<file path="src/rtl/vga_sync_generator_if.sv">
// Video bus between the colour generator and the VGA timing stage.
// master = timing stage (drives sync, colour and coordinates); slave = colour generator side.
interface vga_sync_generator_if;
    logic [7:0] rgb_in;
    logic [7:0] rgb_out;
    logic       hsync;
    logic       vsync;
    logic       video_on;
    logic [9:0] pixel_x;
    logic [9:0] pixel_y;
    logic       frame_start;

    modport master (
        input  rgb_in,
        output rgb_out, hsync, vsync, video_on, pixel_x, pixel_y, frame_start
    );

    modport slave (
        output rgb_in,
        input  rgb_out, hsync, vsync, video_on, pixel_x, pixel_y, frame_start
    );
endinterface

</file>
<file path="src/rtl/vga_sync_generator.sv">
// 640x480@60 VGA timing from a 50 MHz clock: half-rate pixel tick, h/v counters,
// registered sync/blank/colour aligned one pixel behind the exported coordinate.
module vga_sync_generator #(
    parameter int H_ACTIVE = 640,
    parameter int H_FP     = 16,
    parameter int H_SYNC   = 96,
    parameter int H_BP     = 48,
    parameter int V_ACTIVE = 480,
    parameter int V_FP     = 10,
    parameter int V_SYNC   = 2,
    parameter int V_BP     = 33
) (
    input  logic                  CLK_IN,
    input  logic                  RST_N,
    vga_sync_generator_if.master  vga
);
    localparam int H_TOTAL = H_ACTIVE + H_FP + H_SYNC + H_BP;
    localparam int V_TOTAL = V_ACTIVE + V_FP + V_SYNC + V_BP;

    localparam logic [9:0] H_LAST     = 10'(H_TOTAL - 1);
    localparam logic [9:0] V_LAST     = 10'(V_TOTAL - 1);
    localparam logic [9:0] H_VIS      = 10'(H_ACTIVE);
    localparam logic [9:0] V_VIS      = 10'(V_ACTIVE);
    localparam logic [9:0] HS_START   = 10'(H_ACTIVE + H_FP);
    localparam logic [9:0] HS_END     = 10'(H_ACTIVE + H_FP + H_SYNC);
    localparam logic [9:0] VS_START   = 10'(V_ACTIVE + V_FP);
    localparam logic [9:0] VS_END     = 10'(V_ACTIVE + V_FP + V_SYNC);

    logic       r_tick;
    logic [9:0] r_h;
    logic [9:0] r_v;
    logic [7:0] r_rgb;
    logic       r_hsync;
    logic       r_vsync;
    logic       r_video_on;
    logic       r_frame_start;

    logic       w_h_wrap;
    logic       w_v_wrap;
    logic       w_active;
    logic       w_hs_n;
    logic       w_vs_n;
    logic       w_origin;
    logic [9:0] w_h_next;
    logic [9:0] w_v_next;
    logic [7:0] w_rgb_gated;

    assign w_h_wrap = (r_h == H_LAST);
    assign w_v_wrap = (r_v == V_LAST);
    assign w_active = (r_h < H_VIS) && (r_v < V_VIS);
    assign w_hs_n   = !((r_h >= HS_START) && (r_h < HS_END));
    assign w_vs_n   = !((r_v >= VS_START) && (r_v < VS_END));
    assign w_origin = (r_h == 10'd0) && (r_v == 10'd0);

    always_comb begin
        w_h_next = w_h_wrap ? 10'd0 : r_h + 10'd1;
        w_v_next = r_v;
        if (w_h_wrap) begin
            w_v_next = w_v_wrap ? 10'd0 : r_v + 10'd1;
        end
    end

    genvar gi;
    generate
        for (gi = 0; gi < 8; gi++) begin : g_blank
            assign w_rgb_gated[gi] = vga.rgb_in[gi] & w_active;
        end
    endgenerate

    // Pixel-rate state only moves on tick edges; frame_start is the one signal that
    // also updates on the off-tick edge so it stays high for a single CLK_IN cycle.
    always_ff @(posedge CLK_IN or negedge RST_N) begin
        if (!RST_N) begin
            r_tick        <= 1'b0;
            r_h           <= 10'd0;
            r_v           <= 10'd0;
            r_rgb         <= 8'h00;
            r_hsync       <= 1'b1;
            r_vsync       <= 1'b1;
            r_video_on    <= 1'b0;
            r_frame_start <= 1'b0;
        end else begin
            r_tick        <= ~r_tick;
            r_frame_start <= r_tick & w_origin;
            if (r_tick) begin
                r_h        <= w_h_next;
                r_v        <= w_v_next;
                r_rgb      <= w_rgb_gated;
                r_hsync    <= w_hs_n;
                r_vsync    <= w_vs_n;
                r_video_on <= w_active;
            end
        end
    end

    assign vga.rgb_out     = r_rgb;
    assign vga.hsync       = r_hsync;
    assign vga.vsync       = r_vsync;
    assign vga.video_on    = r_video_on;
    assign vga.pixel_x     = r_h;
    assign vga.pixel_y     = r_v;
    assign vga.frame_start = r_frame_start;
endmodule

</file>
<file path="src/flat_wrapper.sv">
// flat-port wrapper written by rule: the top's interface ports become plain ports
module vga_sync_generator_flat 
#(
    parameter int H_ACTIVE = 640,
    parameter int H_FP     = 16,
    parameter int H_SYNC   = 96,
    parameter int H_BP     = 48,
    parameter int V_ACTIVE = 480,
    parameter int V_FP     = 10,
    parameter int V_SYNC   = 2,
    parameter int V_BP     = 33
)
  (CLK_IN, RST_N, vga_rgb_in, vga_rgb_out, vga_hsync, vga_vsync, vga_video_on, vga_pixel_x, vga_pixel_y, vga_frame_start);
  vga_sync_generator_if vga_i ();
  input  logic CLK_IN;
  input  logic RST_N;
  input wire logic [$bits(vga_i.rgb_in)-1:0] vga_rgb_in;
  output wire logic [$bits(vga_i.rgb_out)-1:0] vga_rgb_out;
  output wire logic [$bits(vga_i.hsync)-1:0] vga_hsync;
  output wire logic [$bits(vga_i.vsync)-1:0] vga_vsync;
  output wire logic [$bits(vga_i.video_on)-1:0] vga_video_on;
  output wire logic [$bits(vga_i.pixel_x)-1:0] vga_pixel_x;
  output wire logic [$bits(vga_i.pixel_y)-1:0] vga_pixel_y;
  output wire logic [$bits(vga_i.frame_start)-1:0] vga_frame_start;
  assign vga_i.rgb_in = vga_rgb_in;
  assign vga_rgb_out = vga_i.rgb_out;
  assign vga_hsync = vga_i.hsync;
  assign vga_vsync = vga_i.vsync;
  assign vga_video_on = vga_i.video_on;
  assign vga_pixel_x = vga_i.pixel_x;
  assign vga_pixel_y = vga_i.pixel_y;
  assign vga_frame_start = vga_i.frame_start;
  vga_sync_generator #(.H_ACTIVE(H_ACTIVE), .H_FP(H_FP), .H_SYNC(H_SYNC), .H_BP(H_BP), .V_ACTIVE(V_ACTIVE), .V_FP(V_FP), .V_SYNC(V_SYNC), .V_BP(V_BP)) u_core (.CLK_IN(CLK_IN), .RST_N(RST_N), .vga(vga_i));
endmodule
</file>
<file path="config.mk">
export PLATFORM = sky130hd
export DESIGN_NAME = vga_sync_generator_flat
export DESIGN_NICKNAME = d
export VERILOG_FILES = /design/src/rtl/vga_sync_generator_if.sv /design/src/rtl/vga_sync_generator.sv /design/src/flat_wrapper.sv
export SDC_FILE = /design/constraint.sdc
export NUM_CORES = 1
export LEC_CHECK = 0
export ABC_AREA = 0
export ABC_CLOCK_PERIOD_IN_PS = 3790
export BUFFER_PORTS_ARGS = -buffer_cell sky130_fd_sc_hd__buf_2
export CAP_MARGIN = 5
export CORE_ASPECT_RATIO = 0.75
export CORE_MARGIN = 8
export CORE_UTILIZATION = 55
export DETAILED_ROUTE_END_ITERATION = 8
export PLACE_DENSITY = 0.83
export SLEW_MARGIN = 10
export SYNTH_ARGS = -nofsm -noshare
export SYNTH_HDL_FRONTEND = slang
export SYNTH_SLANG_ARGS = --single-unit
</file>
<file path="constraint.sdc">
create_clock -name CLK_IN -period 3.79 [get_ports CLK_IN]
set_input_delay 0.758 -clock CLK_IN [delete_from_list [all_inputs] [get_ports CLK_IN]]
set_output_delay 0.758 -clock CLK_IN [all_outputs]
set_load 0.02 [all_outputs]
</file>
# Yosys cells after proc, flatten, opt, wreduce, memory -nomap -nowiden
# Index checks and enable logic that the tools add are counted.
[totals]
ff_bits = 33
inputBits = 10
out_inout_bits = 32
wordCells = 39
[op_classes]
addsub = 2
order_cmp = 6
n_eq_ne = 2
mux = 2
bitwise = 10
n_reduce_logical = 9
[op_table]
columns = ["cell", "n"]
rows = [
  ["$add A10 B1 Y10 const B", 2],
  ["$eq A10 B10 Y1 const B", 2],
  ["$logic_not A10 Y1", 2],
  ["$lt A10 B10 Y1 const B", 2],
  ["$lt A10 B9 Y1 const B", 2],
  ["$mux W10", 2],
  ["$ge A10 B10 Y1 const B", 1],
  ["$ge A10 B9 Y1 const B", 1],
  ["$and A1 B1 Y1", 9],
  ["$logic_and A1 B1 Y1", 4],
  ["$logic_not A1 Y1", 2],
  ["$reduce_and A2 Y1", 1],
  ["$not A1 Y1", 1],
]

# Logic depth before layout (Yosys ltp)
[logic_depth]
ltp_word = 3
mapped_depth = 7
mapped_depth_nobuf = 6

# Least setup slack after synthesis
# Ideal clock, no wire load.
[synth_path]
kind = "register to register"
from = "reg u_core.r_h[0], in the netlist u_core.vga.pixel_x[0]"
to = "reg u_core.r_frame_start, in the netlist u_core.vga.frame_start"
setup_ns = 0.101
arrival_time_ns = 1.606
required_time_ns = 3.689
path_slack_ns = 2.084
stages_incl_launch_ff = 7
path_buffers = 0
period_less_slack_ns = 1.706
cell_sequence = "dfrtp_1 > inv_1 > ha_1 > or4b_1 > nor4_2 > nand4_1 > nor4bb_1"
[synth_between]
elab_chain_cells = 3
[synth_lines]
columns = ["element", "line", "rtl"]
rows = [
  ["start, declared", "vga_sync_generator.sv:30", "logic [9:0] r_h;"],
  ["start signal, assigned", "vga_sync_generator.sv:86", "r_h <= w_h_next;"],
  ["$logic_not A10 Y1", "vga_sync_generator.sv:53", "assign w_origin = (r_h == 10'd0) && (r_v == 10'd0);"],
  ["$logic_and A1 B1 Y1", "vga_sync_generator.sv:53", ""],
  ["$and A1 B1 Y1", "vga_sync_generator.sv:84", "r_frame_start <= r_tick & w_origin;"],
  ["end signal, assigned", "vga_sync_generator.sv:84", ""],
  ["end, declared", "vga_sync_generator.sv:36", "logic r_frame_start;"],
]
# Every way passes these cells.
# A chain may end at the register's enable or synchronous reset.

# Final worst setup path
[layout_path]
from = "reg u_core.r_v[3], in the netlist u_core.vga.pixel_y[3]"
to = "out vga_pixel_y[3]"
[layout_lines]
columns = ["element", "line", "rtl"]
rows = [
  ["start, declared", "vga_sync_generator.sv:31", "logic [9:0] r_v;"],
  ["start signal, assigned", "vga_sync_generator.sv:87", "r_v <= w_v_next;"],
  ["end, declared", "flat_wrapper.sv:23", "output wire logic [$bits(vga_i.pixel_y)-1:0] vga_pixel_y;"],
]
# No word-level cell between the ends.

==> key figures <==
Flow run
  – Max-Cap Viols: 0

Place
  – Hpwl dp: 2.68 mm
  – Placed cell count: 222
  – I/O Buffers: 41
  – Gpl congestion: 0.913

Clock network
  – Hold_buf cts: 0
  – Sink Count: 33
  – Clock transition at the registers of the reported paths: 0.07 ns
  – Postcts setup bufs: 0
  – CTS root buffer: clkbuf_8
  – Htree depth: 2
  – CTS resizes: 0
  – Num CTS Buffers: 5
  – Clk Latency, worst-skew pair: 0.28 ns
  – CTS Buffer Depth: 2
  – TritonCTS clock tree: yes

Route
  – Initial DRC Count: 104
  – Routed WL: 3.64 mm
  – Vias: 1347
  – ANT nets after route: 0
  – Routed length per placed instance: 15.8 um
  – Vias per cell: 5.86
  – Pre-Repair DR Iteration Count: 4
  – DRC Markers: 0

Finish
  – Register Area: 828 um2
  – Final antenna diode count: 0
  – Final #Nets: 205
  – Area of the multi-input gates: 706 um2
  – Synth-to-Final Area Change: 19.5%
  – Layout Cells excl Fill: 230
  – Share of cells above drive strength 1: 28.6%
  – Fillers: 251

Global route
  – Initial antenna violation count: 0
  – Vias in the first global route: 1371
  – First-pass GRT wire length: 6.25 mm
  – Grt ovf: 0
  – Pin count of the biggest net entering global routing: 34
  – Total GRT Usage: 15.6%

Synth
  – Cells after Synth: 150
  – Synth cell types: 39
  – Cell taking the most area after synthesis: dfrtp_1
  – Synthesis Warnings: 0
  – Mapped Area: 1600 um2
  – Area share of the largest cell type after synthesis: 48.6%
  – Share of the yosys chip area belonging to registers: 51.9%
  – Syn Nets: 164
  – Avg Cell Area, Syn: 10.6 um2
  – FF+latch count, synth: 33
  – Dominant cells by area after synthesis: dfrtp_1 (49%), a22o_1 (4.9%), nand3_1 (3.8%)

Hold path
  – Worst min path class: flip-flop to flip-flop

STA
  – Slew of the pin with the lowest slew margin: 0.688 ns
  – TNS Setup: 0 ns
  – Final Max Tran Viols: 0
  – Fin crit share: 47.7%
  – # setup viols final: 0
  – Worst hold margin: 0.488 ns
  – Post-layout min period: 1.81 ns
  – Max Freq: 0.554 GHz
  – RSZ-0062 raised after global routing: no
  – Layout Skew: 0.00543 ns
  – Hold Violations, Final: 0
  – Slew HR: 53.7%

Setup path
  – Largest stage delay, worst path: 0.53 ns
  – Required @ worst endpoint: 3.03 ns
  – Cell count along the critical path: 1
  – Crit-path slowest cell: dfrtp_1
  – Worst r2r dst: u_core.vga.pixel_x[9]$_DFFE_PN0P_
  – CP delay by family, top: flip-flops
  – Buf+Inv Stages, Crit Path: 1
  – Worst Reg2Reg Path Length in Cells: 5
  – Kind of critical path: flip-flop to output pin
  – WP data arrival: 1.05 ns
  – Critical path peak fanout: 10
  – Setup crit end kind: output pin
  – R2R Setup Slk: 2.04 ns
  – CP Launch Type: flip-flop
  – Crit path from: u_core.vga.pixel_y[3]$_DFFE_PN0P_
  – Reg2reg start: u_core.vga.pixel_x[1]$_DFFE_PN0P_
  – Critical Path, Cell by Cell: buf_2
  – CP endpoint: vga_pixel_y[3]

Floorplan
  – Initial Utilization: 56.0%
  – # IOs: 42
  – Core area: 2850 um2
  – Site Rows: 17
  – Die footprint: 4900 um2
  – Die Height: 62.6 um
  – DIE WIDTH: 78.2 um

Pwr
  – PD cells: 352 nW/um2
  – Maximum VDD drop: 0.000270 V
  – Final Power: 670 uW
  – Pleak: 0.000947 uW

Outcome
  – Status: complete, no violations
-- flip-flops by register name (all words and copies together), names as in the netlist --
name / cells
u_core.vga.pixel_y: 10
u_core.vga.frame_start: 1
u_core.vga.rgb_out: 8
u_core.r_tick: 1
u_core.vga.vsync: 1
u_core.vga.pixel_x: 10
u_core.vga.hsync: 1
u_core.vga.video_on: 1
-- worst min-delay path by stage --
stage | slack [ns] | depth (start not counted) | start | end
global placement | 0.46 | 1 | u_core.vga.video_on$_DFFE_PN0P_ | u_core.vga.video_on$_DFFE_PN0P_
CTS | 0.49 | 1 | u_core.vga.video_on$_DFFE_PN0P_ | u_core.vga.video_on$_DFFE_PN0P_
global route | 0.51 | 1 | u_core.vga.video_on$_DFFE_PN0P_ | u_core.vga.video_on$_DFFE_PN0P_
detailed placement | 0.48 | 1 | u_core.vga.video_on$_DFFE_PN0P_ | u_core.vga.video_on$_DFFE_PN0P_
finish | 0.49 | 1 | u_core.vga.video_on$_DFFE_PN0P_ | u_core.vga.video_on$_DFFE_PN0P_
floorplan | 0.46 | 0 | RST_N | u_core.r_tick$_DFF_PN0_
-- cell usage in the layout (no fill, tap or decap), drive strengths merged, types with 2 or more instances in the layout --
cell / instances
nor2: 9
and4: 3
dfstp: 2
nand4: 6
a22o: 9
dfrtp: 31
o21ai: 10
inv: 5
nor4: 2
clkbuf: 7
nor4b: 2
a31oi: 3
and3: 7
xnor2: 5
ha: 4
nor3: 4
a21oi: 2
nand2: 8
nand3: 12
xor2: 5
buf: 41
-- cells by family after synthesis --
family / Yosys count / synth area share, %
AOI/OAI and AO/OA: 30 / 12.9
muxes: 2 / 1.33
buffers and inverters: 12 / 3.84
xor gates and xnor gates: 10 / 5.49
DFF: 33 / 51.9
adders and majority gates: 4 / 3.14
and+or+nand+nor: 59 / 21.4
-- synthesized netlist by cell type, drive strengths merged --
master,n
a21boi,1
a21o,1
a21oi,2
a22o,9
a22oi,1
a31oi,3
a41oi,1
and2,1
and3,7
and3b,1
and4,3
and4b,1
buf,3
clkbuf,4
dfrtp,31
dfstp,2
ha,4
inv,5
mux2,1
mux2i,1
nand2,8
nand3,12
nand4,6
nor2,9
nor2b,1
nor3,4
nor4,2
nor4b,2
nor4bb,1
o21ai,10
o31ai,1
o41ai,1
or4b,1
xnor2,5
xor2,5
-- power by group --
part | switching (uW) | internal (uW)
clock | 122 | 164
combinational | 15.9 | 9.14
sequential | 2.62 | 357
total | 141 | 530
-- stage by stage --
step                area, um2  util (%)  setup slack (ns)
finish                   1910      66.9              1.98
global route             1910      66.9              1.91
CTS                      1910      66.9              1.98
detailed placement       1810      63.3              2.08
global placement         1810      63.3              2.10
floorplan                1600         -              2.08
-- final cells by class --
type                            count  area share [%]
Sequential cell                    33            43.4
Timing Repair Buffer               41            10.8
Clock buffer                        7            5.05
Multi-Input combinational cell    105            37.0
Inverter                            5           0.984
Tap cell                           38            2.49
Clock inverter                      1           0.262
-- routing by layer --
metal | GRT usage, % | part of all wire [%]
met1 | 19.3 | 43
met2 | 23.1 | 45
met3 | 6.18 | 10
met4 | 7.83 | 1.3
met5 | 0 | 0
No activity file was read; power rests on OpenSTA's default activity.
